## src/rtl/cordic_calc_stream.sv

```systemverilog
// ---------------------------------------------------------------------------
// cordic_calc_stream
//   Streaming multi-mode CORDIC calculator. Requests enter via valid/ready into
//   a small FIFO, one iterative engine performs one micro-rotation per clock,
//   a single post-scale step selects/scales the result, and the result leaves
//   through a tagged valid/ready port. Signed fixed point with FRAC fractional
//   bits; angles in radians.
//
// Ports
//   clk, rst           clock (rising edge), synchronous active-high reset
//   in_valid/in_ready  request handshake (in_ready = queue not full)
//   in_op              0 SIN 1 COS 2 ATAN 3 MOD 4 MULT 5 DIV 6 SINH 7 COSH
//                      8 ATANH 9 MODH (10..15 unsupported -> error result)
//   in_x/in_y/in_z     signed operands
//   in_tag             user tag, returned with the result
//   out_valid/ready    result handshake; outputs held while stalled
//   out_result         signed primary result
//   out_tag            tag of the request that produced out_result
//   out_err            unsupported op or DIV by zero (out_result = 0)
//   busy               engine active or queue non-empty
// ---------------------------------------------------------------------------
module cordic_calc_stream #(
    parameter int WIDTH      = 32,
    parameter int FRAC       = 16,
    parameter int ITERATIONS = 16,
    parameter int FIFO_DEPTH = 4,
    parameter int TAG_W      = 4
) (
    input  logic             clk,
    input  logic             rst,
    input  logic             in_valid,
    output logic             in_ready,
    input  logic [3:0]       in_op,
    input  logic [WIDTH-1:0] in_x,
    input  logic [WIDTH-1:0] in_y,
    input  logic [WIDTH-1:0] in_z,
    input  logic [TAG_W-1:0] in_tag,
    output logic             out_valid,
    input  logic             out_ready,
    output logic [WIDTH-1:0] out_result,
    output logic [TAG_W-1:0] out_tag,
    output logic             out_err,
    output logic             busy
);

    localparam int PTR_W = $clog2(FIFO_DEPTH);
    localparam int CNT_W = PTR_W + 1;
    localparam int IT_W  = $clog2(ITERATIONS + 1);
    localparam int SH_W  = $clog2(ITERATIONS + 2);

    localparam logic [3:0] OP_SIN  = 4'd0, OP_COS   = 4'd1, OP_ATAN  = 4'd2,
                           OP_MOD  = 4'd3, OP_MULT  = 4'd4, OP_DIV   = 4'd5,
                           OP_SINH = 4'd6, OP_COSH  = 4'd7, OP_ATANH = 4'd8,
                           OP_MODH = 4'd9;

    typedef enum logic [1:0] {S_IDLE, S_ITER, S_SCALE, S_OUT} state_t;

    // Constants are written in Q16.16 and rescaled to the FRAC in use.
    function automatic logic signed [WIDTH-1:0] q16(input longint c);
        longint v;
        if (FRAC >= 16) v = c <<< (FRAC - 16);
        else            v = c >>> (16 - FRAC);
        return WIDTH'(v);
    endfunction

    // atan(2^-i); beyond i=6 the angle equals 2^-i at this precision.
    function automatic logic signed [WIDTH-1:0] atan_step(input logic [SH_W-1:0] i);
        longint c;
        if (i >= SH_W'(7)) c = 64'sd65536 >>> i;
        else begin
            case (int'(i))
                0:       c = 51472;
                1:       c = 30386;
                2:       c = 16055;
                3:       c = 8150;
                4:       c = 4091;
                5:       c = 2047;
                default: c = 1024;
            endcase
        end
        return q16(c);
    endfunction

    // atanh(2^-i), i >= 1.
    function automatic logic signed [WIDTH-1:0] atanh_step(input logic [SH_W-1:0] i);
        longint c;
        if (i >= SH_W'(7)) c = 64'sd65536 >>> i;
        else begin
            case (int'(i))
                1:       c = 35999;
                2:       c = 16739;
                3:       c = 8235;
                4:       c = 4101;
                5:       c = 2049;
                6:       c = 1024;
                default: c = 0;
            endcase
        end
        return q16(c);
    endfunction

    // a*k with FRAC-bit renormalisation, saturated to WIDTH signed.
    function automatic logic signed [WIDTH-1:0] scale_sat(input logic signed [WIDTH-1:0] a,
                                                          input logic signed [WIDTH-1:0] k);
        logic signed [2*WIDTH-1:0] p;
        p = (2*WIDTH)'(a) * (2*WIDTH)'(k);
        p = p >>> FRAC;
        if (p[2*WIDTH-1:WIDTH-1] == '0 || p[2*WIDTH-1:WIDTH-1] == '1)
            return p[WIDTH-1:0];
        else if (p[2*WIDTH-1])
            return {1'b1, {(WIDTH-1){1'b0}}};
        else
            return {1'b0, {(WIDTH-1){1'b1}}};
    endfunction

    localparam logic signed [WIDTH-1:0] INV_K   = q16(64'sd39797);   // 0.6072529
    localparam logic signed [WIDTH-1:0] INV_KH  = q16(64'sd79135);   // 1.2074970
    localparam logic signed [WIDTH-1:0] PI      = q16(64'sd205887);
    localparam logic signed [WIDTH-1:0] HALF_PI = q16(64'sd102944);
    localparam logic signed [WIDTH-1:0] ONE     = q16(64'sd65536);

    // ---------------- request FIFO ----------------
    logic [3:0]       q_op  [FIFO_DEPTH];
    logic [WIDTH-1:0] q_x   [FIFO_DEPTH];
    logic [WIDTH-1:0] q_y   [FIFO_DEPTH];
    logic [WIDTH-1:0] q_z   [FIFO_DEPTH];
    logic [TAG_W-1:0] q_tag [FIFO_DEPTH];
    logic [PTR_W-1:0] wr_ptr, rd_ptr;
    logic [CNT_W-1:0] count;
    logic             push, pop;
    state_t           state;

    assign in_ready = !rst && (count != CNT_W'(FIFO_DEPTH));
    assign push     = in_valid && in_ready;
    assign pop      = (count != '0) && ((state == S_IDLE) || (state == S_OUT && out_ready));
    assign busy     = (state != S_IDLE) || (count != '0);

    // NOTE: FIFO storage is not reset; only pointers and count define validity,
    // so clearing the array would add reset fan-out for nothing.
    always_ff @(posedge clk) begin
        if (push) begin
            q_op[wr_ptr]  <= in_op;
            q_x[wr_ptr]   <= in_x;
            q_y[wr_ptr]   <= in_y;
            q_z[wr_ptr]   <= in_z;
            q_tag[wr_ptr] <= in_tag;
        end
    end

    // NOTE: sequential state uses non-blocking assignments so every register
    // samples pre-edge values regardless of statement order.
    always_ff @(posedge clk) begin
        if (rst) begin
            wr_ptr <= '0;
            rd_ptr <= '0;
            count  <= '0;
        end else begin
            if (push) wr_ptr <= wr_ptr + 1'b1;
            if (pop)  rd_ptr <= rd_ptr + 1'b1;
            case ({push, pop})
                2'b10:   count <= count + 1'b1;
                2'b01:   count <= count - 1'b1;
                default: count <= count;
            endcase
        end
    end

    // ---------------- operand preparation at pop ----------------
    logic [3:0]              h_op;
    logic signed [WIDTH-1:0] h_x, h_y, h_z;
    logic signed [WIDTH-1:0] ld_x, ld_y, ld_z;
    logic                    ld_neg, ld_err, ld_hyp;

    assign h_op   = q_op[rd_ptr];
    assign h_x    = q_x[rd_ptr];
    assign h_y    = q_y[rd_ptr];
    assign h_z    = q_z[rd_ptr];
    assign ld_hyp = (h_op >= OP_SINH) && (h_op <= OP_MODH);

    // NOTE: every always_comb output gets a default first, so no path leaves a
    // variable unassigned and no latch is inferred.
    always_comb begin
        ld_x   = h_x;
        ld_y   = h_y;
        ld_z   = '0;
        ld_neg = 1'b0;
        ld_err = (h_op > OP_MODH) || (h_op == OP_DIV && h_x == '0);
        case (h_op)
            OP_SIN, OP_COS: begin
                ld_x = INV_K;
                ld_y = '0;
                ld_z = h_z;
                // Fold into [-pi/2, pi/2]; sin/cos flip sign under a pi shift.
                if (h_z > HALF_PI) begin
                    ld_z   = h_z - PI;
                    ld_neg = 1'b1;
                end else if (h_z < -HALF_PI) begin
                    ld_z   = h_z + PI;
                    ld_neg = 1'b1;
                end
            end
            OP_SINH, OP_COSH: begin
                ld_x = INV_KH;
                ld_y = '0;
                ld_z = h_z;
            end
            OP_ATAN, OP_MOD: begin
                // Left half-plane: rotate by pi so vectoring converges.
                if (h_x < 0) begin
                    ld_x = -h_x;
                    ld_y = -h_y;
                    ld_z = (h_y >= 0) ? PI : -PI;
                end
            end
            OP_MULT: begin
                ld_y = '0;
                ld_z = h_z;
            end
            default: ;
        endcase
    end

    // ---------------- iteration datapath ----------------
    logic signed [WIDTH-1:0] x_r, y_r, z_r;
    logic signed [WIDTH-1:0] x_n, y_n, z_n, x_sh, y_sh, step, res;
    logic [3:0]              op_r;
    logic [TAG_W-1:0]        tag_r;
    logic                    neg_r, err_r, rep;
    logic [IT_W-1:0]         cnt;
    logic [SH_W-1:0]         sh;
    logic                    is_hyp, is_lin, is_vec, d_pos;

    assign is_hyp = (op_r >= OP_SINH) && (op_r <= OP_MODH);
    assign is_lin = (op_r == OP_MULT) || (op_r == OP_DIV);
    assign is_vec = (op_r == OP_ATAN) || (op_r == OP_MOD) || (op_r == OP_DIV) ||
                    (op_r == OP_ATANH) || (op_r == OP_MODH);
    // d = +1 when d_pos: rotation follows sign(z), vectoring drives y to zero.
    assign d_pos  = is_vec ? y_r[WIDTH-1] : !z_r[WIDTH-1];

    always_comb begin
        x_sh = x_r >>> sh;
        y_sh = y_r >>> sh;
        if (is_lin)      step = ONE >>> sh;
        else if (is_hyp) step = atanh_step(sh);
        else             step = atan_step(sh);
        if (is_lin)      x_n = x_r;
        else if (is_hyp) x_n = d_pos ? x_r + y_sh : x_r - y_sh;
        else             x_n = d_pos ? x_r - y_sh : x_r + y_sh;
        y_n = d_pos ? y_r + x_sh : y_r - x_sh;
        z_n = d_pos ? z_r - step : z_r + step;
    end

    always_comb begin
        case (op_r)
            OP_SIN:           res = neg_r ? -y_r : y_r;
            OP_COS:           res = neg_r ? -x_r : x_r;
            OP_SINH, OP_MULT: res = y_r;
            OP_COSH:          res = x_r;
            OP_MOD:           res = scale_sat(x_r, INV_K);
            OP_MODH:          res = scale_sat(x_r, INV_KH);
            default:          res = z_r;
        endcase
        if (err_r) res = '0;
    end

    // ---------------- control FSM ----------------
    always_ff @(posedge clk) begin
        if (rst) begin
            state      <= S_IDLE;
            out_valid  <= 1'b0;
            out_result <= '0;
            out_tag    <= '0;
            out_err    <= 1'b0;
            x_r        <= '0;
            y_r        <= '0;
            z_r        <= '0;
            op_r       <= '0;
            tag_r      <= '0;
            neg_r      <= 1'b0;
            err_r      <= 1'b0;
            rep        <= 1'b0;
            cnt        <= '0;
            sh         <= '0;
        end else begin
            case (state)
                S_ITER: begin
                    x_r <= x_n;
                    y_r <= y_n;
                    z_r <= z_n;
                    cnt <= cnt + 1'b1;
                    // Hyperbolic steps 4 and 13 run twice for convergence.
                    if (is_hyp && !rep && (sh == SH_W'(4) || sh == SH_W'(13))) begin
                        rep <= 1'b1;
                    end else begin
                        rep <= 1'b0;
                        sh  <= sh + 1'b1;
                    end
                    if (cnt == IT_W'(ITERATIONS - 1)) state <= S_SCALE;
                end
                S_SCALE: begin
                    out_result <= res;
                    out_tag    <= tag_r;
                    out_err    <= err_r;
                    out_valid  <= 1'b1;
                    state      <= S_OUT;
                end
                S_OUT: begin
                    if (out_ready) begin
                        out_valid <= 1'b0;
                        state     <= S_IDLE;
                    end
                end
                default: ;
            endcase
            // A pop (from IDLE, or on the OUT handshake edge) starts the next op.
            if (pop) begin
                x_r   <= ld_x;
                y_r   <= ld_y;
                z_r   <= ld_z;
                op_r  <= h_op;
                tag_r <= q_tag[rd_ptr];
                neg_r <= ld_neg;
                err_r <= ld_err;
                cnt   <= '0;
                rep   <= 1'b0;
                sh    <= ld_hyp ? SH_W'(1) : '0;
                state <= ld_err ? S_SCALE : S_ITER;
            end
        end
    end

endmodule

```

## config.mk

```make
export PLATFORM = sky130hd
export DESIGN_NAME = cordic_calc_stream
export DESIGN_NICKNAME = d
export VERILOG_FILES = /design/src/rtl/cordic_calc_stream.sv
export SDC_FILE = /design/constraint.sdc
export NUM_CORES = 2
export LEC_CHECK = 0
export BUFFER_PORTS_ARGS = -buffer_cell sky130_fd_sc_hd__buf_4
export CAP_MARGIN = 0
export CORE_ASPECT_RATIO = 1.5
export CORE_UTILIZATION = 55
export DETAILED_ROUTE_END_ITERATION = 12
export PLACE_DENSITY = 0.83
export SLEW_MARGIN = 20
export SYNTH_ARGS = -nofsm -noshare
export SYNTH_HDL_FRONTEND = slang
export SYNTH_SLANG_ARGS = --single-unit
```

## constraint.sdc

```tcl
create_clock -name clk -period 12.5 [get_ports clk]
set_input_delay 1.25 -clock clk [delete_from_list [all_inputs] [get_ports clk]]
set_output_delay 1.25 -clock clk [all_outputs]
set_load 0.01 [all_outputs]
```

# --- Yosys cells after proc, flatten, opt, wreduce, memory -nomap -nowiden ---
# Memory sizes are Yosys's and may differ from the RTL's. A register that Yosys moved wholly into a read port is not among the register bits.
# Index checks and enable logic that the tools add are counted.
classes:
  addsub: 18
  mul: 2
  magnitude_cmp: 10
  eq_ne: 37
  shift: 4
  muxes: 62
  n_reduce_logical: 47
ops:
  columns: ["op", "count"]
  rows:
  - ["32-bit two-way mux", 29]
  - ["16-bit case mux with 6 select lines", 2]
  - ["32-bit case mux with 3 select lines", 2]
  - ["32-bit case mux with 6 select lines", 1]
  - ["32-bit negator", 4]
  - ["32-bit adder", 3]
  - ["32-bit subtractor", 3]
  - ["33-bit equality test (second input constant)", 2]
  - ["33-bit logical NOT", 2]
  - ["32-bit case mux with 2 select lines", 1]
  - ["18-bit by 5-bit >>> shifter with 32-bit output (first input constant)", 2]
  - ["32-bit by 5-bit >>> shifter with 32-bit output", 2]
  - ["32-bit by 18-bit multiplier with 50-bit output (second input constant)", 1]
  - ["32-bit by 17-bit multiplier with 49-bit output (second input constant)", 1]
  - ["32-bit by 19-bit adder with 32-bit output (second input constant)", 1]
  - ["4-bit by 3-bit equality test with 1-bit output (second input constant)", 8]
  - ["32-bit by 1-bit >= comparator with 1-bit output (second input constant)", 1]
  - ["32-bit by 18-bit greater-than comparator with 1-bit output (second input constant)", 1]
  - ["32-bit logical NOT", 1]
  - ["32-bit by 1-bit < comparator with 1-bit output (second input constant)", 1]
  - ["32-bit by 18-bit < comparator with 1-bit output (second input constant)", 1]
  - ["32-bit by 19-bit subtractor with 32-bit output (second input constant)", 1]
  - ["2-bit two-way mux", 12]
  - ["4-bit by 2-bit equality test with 1-bit output (second input constant)", 4]
  - ["37 further kinds", 94]
word_totals:
  reg_bits: 160
  ram_bits: 416
  output_inout_bits: 40
  word_cells: 202
  memories: 5
mem_list:
  columns: ["memory", "words", "width", "rd", "rd_clocked_by_memory_dff", "wr", "line", "rtl"]
  rows:
  - ["q_x", 4, 32, 1, 1, 1, "124", "logic [WIDTH-1:0] q_x [FIFO_DEPTH];"]
  - ["q_y", 4, 32, 1, 1, 1, "125", "logic [WIDTH-1:0] q_y [FIFO_DEPTH];"]
  - ["q_z", 4, 32, 1, 1, 1, "126", "logic [WIDTH-1:0] q_z [FIFO_DEPTH];"]
  - ["q_op", 4, 4, 1, 1, 1, "123", "logic [3:0] q_op [FIFO_DEPTH];"]
  - ["q_tag", 4, 4, 1, 1, 1, "127", "logic [TAG_W-1:0] q_tag [FIFO_DEPTH];"]

# --- Logic depth before layout (Yosys ltp) ---
depth:
  depth_word: 11
  ltp_mapped: 31
  depth_no_buf: 25

# --- Worst setup path before layout ---
# OpenSTA, ideal clock, no wires.
synth_path:
  path_type: "register to register"
  from: "reg x_r[31]"
  to: "reg out_result[30]"
  arrival_time_ns: 7.696
  t_required_ns: 12.405
  slack_ns: 4.708
  stages_incl_launch_ff: 24
  n_path_buf: 5
  cell_sequence: "dfxtp_1 > clkbuf_1 > clkbuf_1 > buf_1 > buf_1 > xor2_1 > fa_1 > inv_1 > fa_1 > fa_1 > inv_1 > fa_1 > inv_1 > ha_1 > and3_1 > nand4_1 > or4_1 > a21o_1 > nand3_1 > o21ai_0 > a211oi_1 > clkbuf_1 > o21ai_0 > a221oi_1"
synth_via:
  elab_chain_len: 6
synth_rtl:
  columns: ["item", "line", "rtl"]
  rows:
  - ["from (decl)", "224", "logic signed [WIDTH-1:0] x_r, y_r, z_r;"]
  - ["from (signal assigned)", "287", "x_r <= x_n;"]
  - ["from (signal assigned)", "317", "x_r <= ld_x;"]
  - ["32-bit by 18-bit multiplier with 50-bit output / 32-bit by 17-bit multiplier with 49-bit output (equally long branches)", "106", "p = (2*WIDTH)'(a) * (2*WIDTH)'(k);"]
  - ["33-bit equality test / 33-bit logical NOT (equally long branches)", "108", "if (p[2*WIDTH-1:WIDTH-1] == '0 || p[2*WIDTH-1:WIDTH-1] == '1)"]
  - ["1-bit logical OR", "108", null]
  - ["32-bit two-way mux", "108", null]
  - ["32-bit case mux with 6 select lines (*)", "254", "case (op_r)"]
  - ["32-bit two-way mux (*)", "263", "if (err_r) res = '0;"]
  - ["to (signal assigned)", "301", "out_result <= res;"]
  - ["to (decl)", "40", "output logic [WIDTH-1:0] out_result,"]
# Every way passes the cells marked *; elsewhere a longest branch is shown, timed or not.
# A chain may end at the register's enable or synchronous reset.

# --- Worst setup path in the final report ---
layout_path:
  from: "reg x_r[31]"
  to: "reg out_result[7]"
# Same word-level chain as after synthesis.

==> impl_results.md <==
* Post-Synthesis Net Count at 7418
* Post-route DRC at 0
* Type of the worst setup path: flop to flop
* Setup-violating endpoint count in the final report at 0
* Final HPWL DP at 171000 um
* Average via count per standard cell at 6.59
* Most common cell in the synthesized netlist: sky130_fd_sc_hd__inv_1
* Final Max Tran Viols at 0
* Crit path time final at 8.48 ns
* Worst Setup End Kind: flop
* Hold wc startpoint: tag_r[1]
* Post-CTS Setup Inserts at 0
* Starting density of the core at 55.7%
* Max capacitance violation total at 0
* WP data required at 13.02 ns
* Die W at 273 um
* GP Congestion at 1.15
* Fmax at 118 MHz
* Antenna-violating nets left at 0
* CTS root buffer: sky130_fd_sc_hd__clkbuf_16
* Maximum fanout along the worst path at 51
* Clock tree from TritonCTS: built
* Data arrival at the endpoint of the critical path at 9.01 ns
* Area contributors post-synth: sky130_fd_sc_hd__edfxtp_1, sky130_fd_sc_hd__fa_1, sky130_fd_sc_hd__ha_1
* Area of the mapped netlist at 60700 sq um
* Hold-fix buffers, CTS at 0
* Antenna violations before repair at 14
* Total of cells resized after clock tree synthesis at 0
* All-Layer GR Usage at 40.5%
* Cells after Synth at 6274
* Result of the run: finished, final reports clean
* Final period util at 67.9%
* Most common library cells after synthesis: sky130_fd_sc_hd__inv_1, sky130_fd_sc_hd__ha_1, sky130_fd_sc_hd__fa_1, sky130_fd_sc_hd__edfxtp_1, sky130_fd_sc_hd__nand2_1
* Warnings, synthesis at 0
* CP Launch Point: x_r[31]
* Global-route wire length before repair at 332000 um
* TritonCTS Buffers at 52
* Pin count of the biggest net entering global routing at 73
* Number of port buffers at 147
* Setup TNS at 0 ns
* Type of the worst min-delay path: flop to flop
* Final hold violations at 0
* Measured slew at the worst slew-check pin at 1.31 ns
* Maximum clock path buffer count at 3
* Count of filler cells inserted in the layout at 9044
* Drt wl/cell at 29.1 um
* # clock sinks at 582
* Library cell with the largest summed area after synthesis: sky130_fd_sc_hd__edfxtp_1
* Unrepaired setup endpoints after global routing: no
* Netlist cell types at 96
* First-pass iteration count of the detailed router at 8
* Fraction of registers with async set or reset after synthesis at 0%
* Count of flip-flops with a built-in enable after synthesis at 416
* Number of placement rows at 148
* Setup slack of the most critical reg-to-reg path at 4.02 ns
* Layout area overhead at 7.24%
* Clock-pin slew of the registers on the worst-case setup and hold paths at 0.07 ns
* Share of the synthesized area in the top cell type at 20.6%
* Sequential fraction of the synthesis area at 26.1%
* Die Ht at 409 um
* Final core area utilization at 59.7%
* Critical Path Source Type: flop
* Clock network latency to the later pin of the worst-skew pair at 0.67 ns
* FF-to-FF Start: x_r[31]
* Share of post-route cells with drive strength above 1 at 9.79%
* Net count reported at finish at 7436
* Main synth FF type: sky130_fd_sc_hd__edfxtp_1
* Core Box Area at 109000 sq um
* Number of synthesized register bits at 582
* IO Pins at 148
* Clock skew at 0.0422 ns
* Die area at 112000 sq um
* Vias after detailed routing at 51.1k
* Relative slew slack at 12.8%
* Drt total wl at 226000 um
* Initial DRC Count at 5882
* Depth of the CTS H-tree at 2
* Mean instance size in the synthesized netlist at 9.67 sq um
* Grt total ovfl at 0
* Via count of the first global-routing pass at 51.7k
==> worst paths after layout <==
path	depth (start not counted)	end
setup / recovery	25	out_result[7]
hold / removal	2	tag_r[1]
setup reg to reg	25	out_result[7]
hold reg to reg	2	tag_r[1]
==> through the flow <==
step	worst slack (ns)	hold slack, ns	instance area, sq um	instances
global route	3.75	0.496	65000	7759
global placement	4.41	0.447	63200	7663
finish	4.02	0.464	65000	7761
CTS	4.20	0.462	65000	7759
detailed placement	4.21	0.452	63200	7663
floorplan	4.71	0.436	60700	6274
==> routing by layer <==
metal / track usage (%) / vias up / wire, um
met2: 66.3 / 3132 / 106000
met3: 8.91 / 1019 / 20800
met4: 35.6 / 16 / 24600
li1: - / 22000 / -
met5: 0 / - / 115
met1: 43.9 / 25000 / 74300
==> critical path, stage by stage, from the launching register on <==
cell	delay (ns)
sky130_fd_sc_hd__dfxtp_4	0.76
sky130_fd_sc_hd__buf_4	0.66
sky130_fd_sc_hd__ha_1	0.40
sky130_fd_sc_hd__inv_1	0.17
sky130_fd_sc_hd__ha_1	0.17
sky130_fd_sc_hd__inv_1	0.05
sky130_fd_sc_hd__fa_1	0.49
sky130_fd_sc_hd__inv_1	0.06
sky130_fd_sc_hd__fa_1	0.45
sky130_fd_sc_hd__fa_1	0.53
sky130_fd_sc_hd__inv_1	0.05
sky130_fd_sc_hd__fa_1	0.48
sky130_fd_sc_hd__inv_1	0.07
sky130_fd_sc_hd__ha_1	0.40
sky130_fd_sc_hd__and3_1	0.26
sky130_fd_sc_hd__nand4_1	0.27
sky130_fd_sc_hd__or2_2	0.38
sky130_fd_sc_hd__o221ai_1	0.22
sky130_fd_sc_hd__a21oi_1	0.14
sky130_fd_sc_hd__maj3_1	0.37
sky130_fd_sc_hd__o21ai_0	0.20
sky130_fd_sc_hd__a211oi_2	0.10
sky130_fd_sc_hd__buf_4	0.24
sky130_fd_sc_hd__a21oi_1	0.72
sky130_fd_sc_hd__nand2_1	0.35
sky130_fd_sc_hd__o21a_1	0.27
==> area by class of cell <==
type                            instances  area, sq um  area share (%)
Antenna cell                            2         5.00         0.00769
Clock buffer                           59         1350            2.07
Clock inverter                         37          418           0.642
Inverter                              967         3630            5.58
Multi-Input combinational cell       4434        40100            61.7
Sequential cell                       582        15800            24.3
Tap cell                             1425         1780            2.74
Timing Repair Buffer                  255         1910            2.94
==> cell usage in the layout (no fill, tap or decap), types with 52 or more instances in the layout <==
master | netlist | layout
sky130_fd_sc_hd__a211oi_1 | 72 | 71
sky130_fd_sc_hd__inv_1 | 965 | 964
sky130_fd_sc_hd__edfxtp_1 | 416 | 416
sky130_fd_sc_hd__nand2_1 | 414 | 414
sky130_fd_sc_hd__nand3_1 | 75 | 75
sky130_fd_sc_hd__fa_1 | 490 | 490
sky130_fd_sc_hd__xnor2_1 | 200 | 198
sky130_fd_sc_hd__a21o_1 | 123 | 123
sky130_fd_sc_hd__xor2_1 | 113 | 113
sky130_fd_sc_hd__mux4_2 | 153 | 153
sky130_fd_sc_hd__a21oi_1 | 403 | 402
sky130_fd_sc_hd__clkbuf_16 | 0 | 52
sky130_fd_sc_hd__o31ai_1 | 57 | 57
sky130_fd_sc_hd__a221oi_1 | 78 | 78
sky130_fd_sc_hd__nor3_1 | 111 | 108
sky130_fd_sc_hd__o21a_1 | 68 | 68
sky130_fd_sc_hd__nor2_1 | 349 | 345
sky130_fd_sc_hd__buf_4 | 7 | 255
sky130_fd_sc_hd__mux2i_1 | 94 | 92
sky130_fd_sc_hd__ha_1 | 546 | 545
sky130_fd_sc_hd__dfxtp_1 | 166 | 157
sky130_fd_sc_hd__o21ai_0 | 354 | 352
==> sequential cells by signal, indices dropped and copies added, names as in the netlist, 5 cells and up, named ones only <==
signal,flops
q_tag,16
q_op,16
cnt,5
out_result,32
q_y,128
sh,5
q_z,128
x_r,32
y_r,32
z_r,32
q_x,128
==> cells by family after synthesis <==
family / Yosys count / synth area share (%)
adder cells (fa/ha/maj): 1037 / 27.5
AND/OR/NAND/NOR: 1303 / 10.2
AO/OA/AOI/OAI: 1512 / 16.1
flip-flops: 582 / 26.1
multiplexers: 269 / 7.64
XOR/XNOR: 313 / 4.52
buffers and inverters: 1258 / 8.00
Power is not shown: default switching activity piles up to over one toggle a cycle in this logic, so the estimate is an artifact.
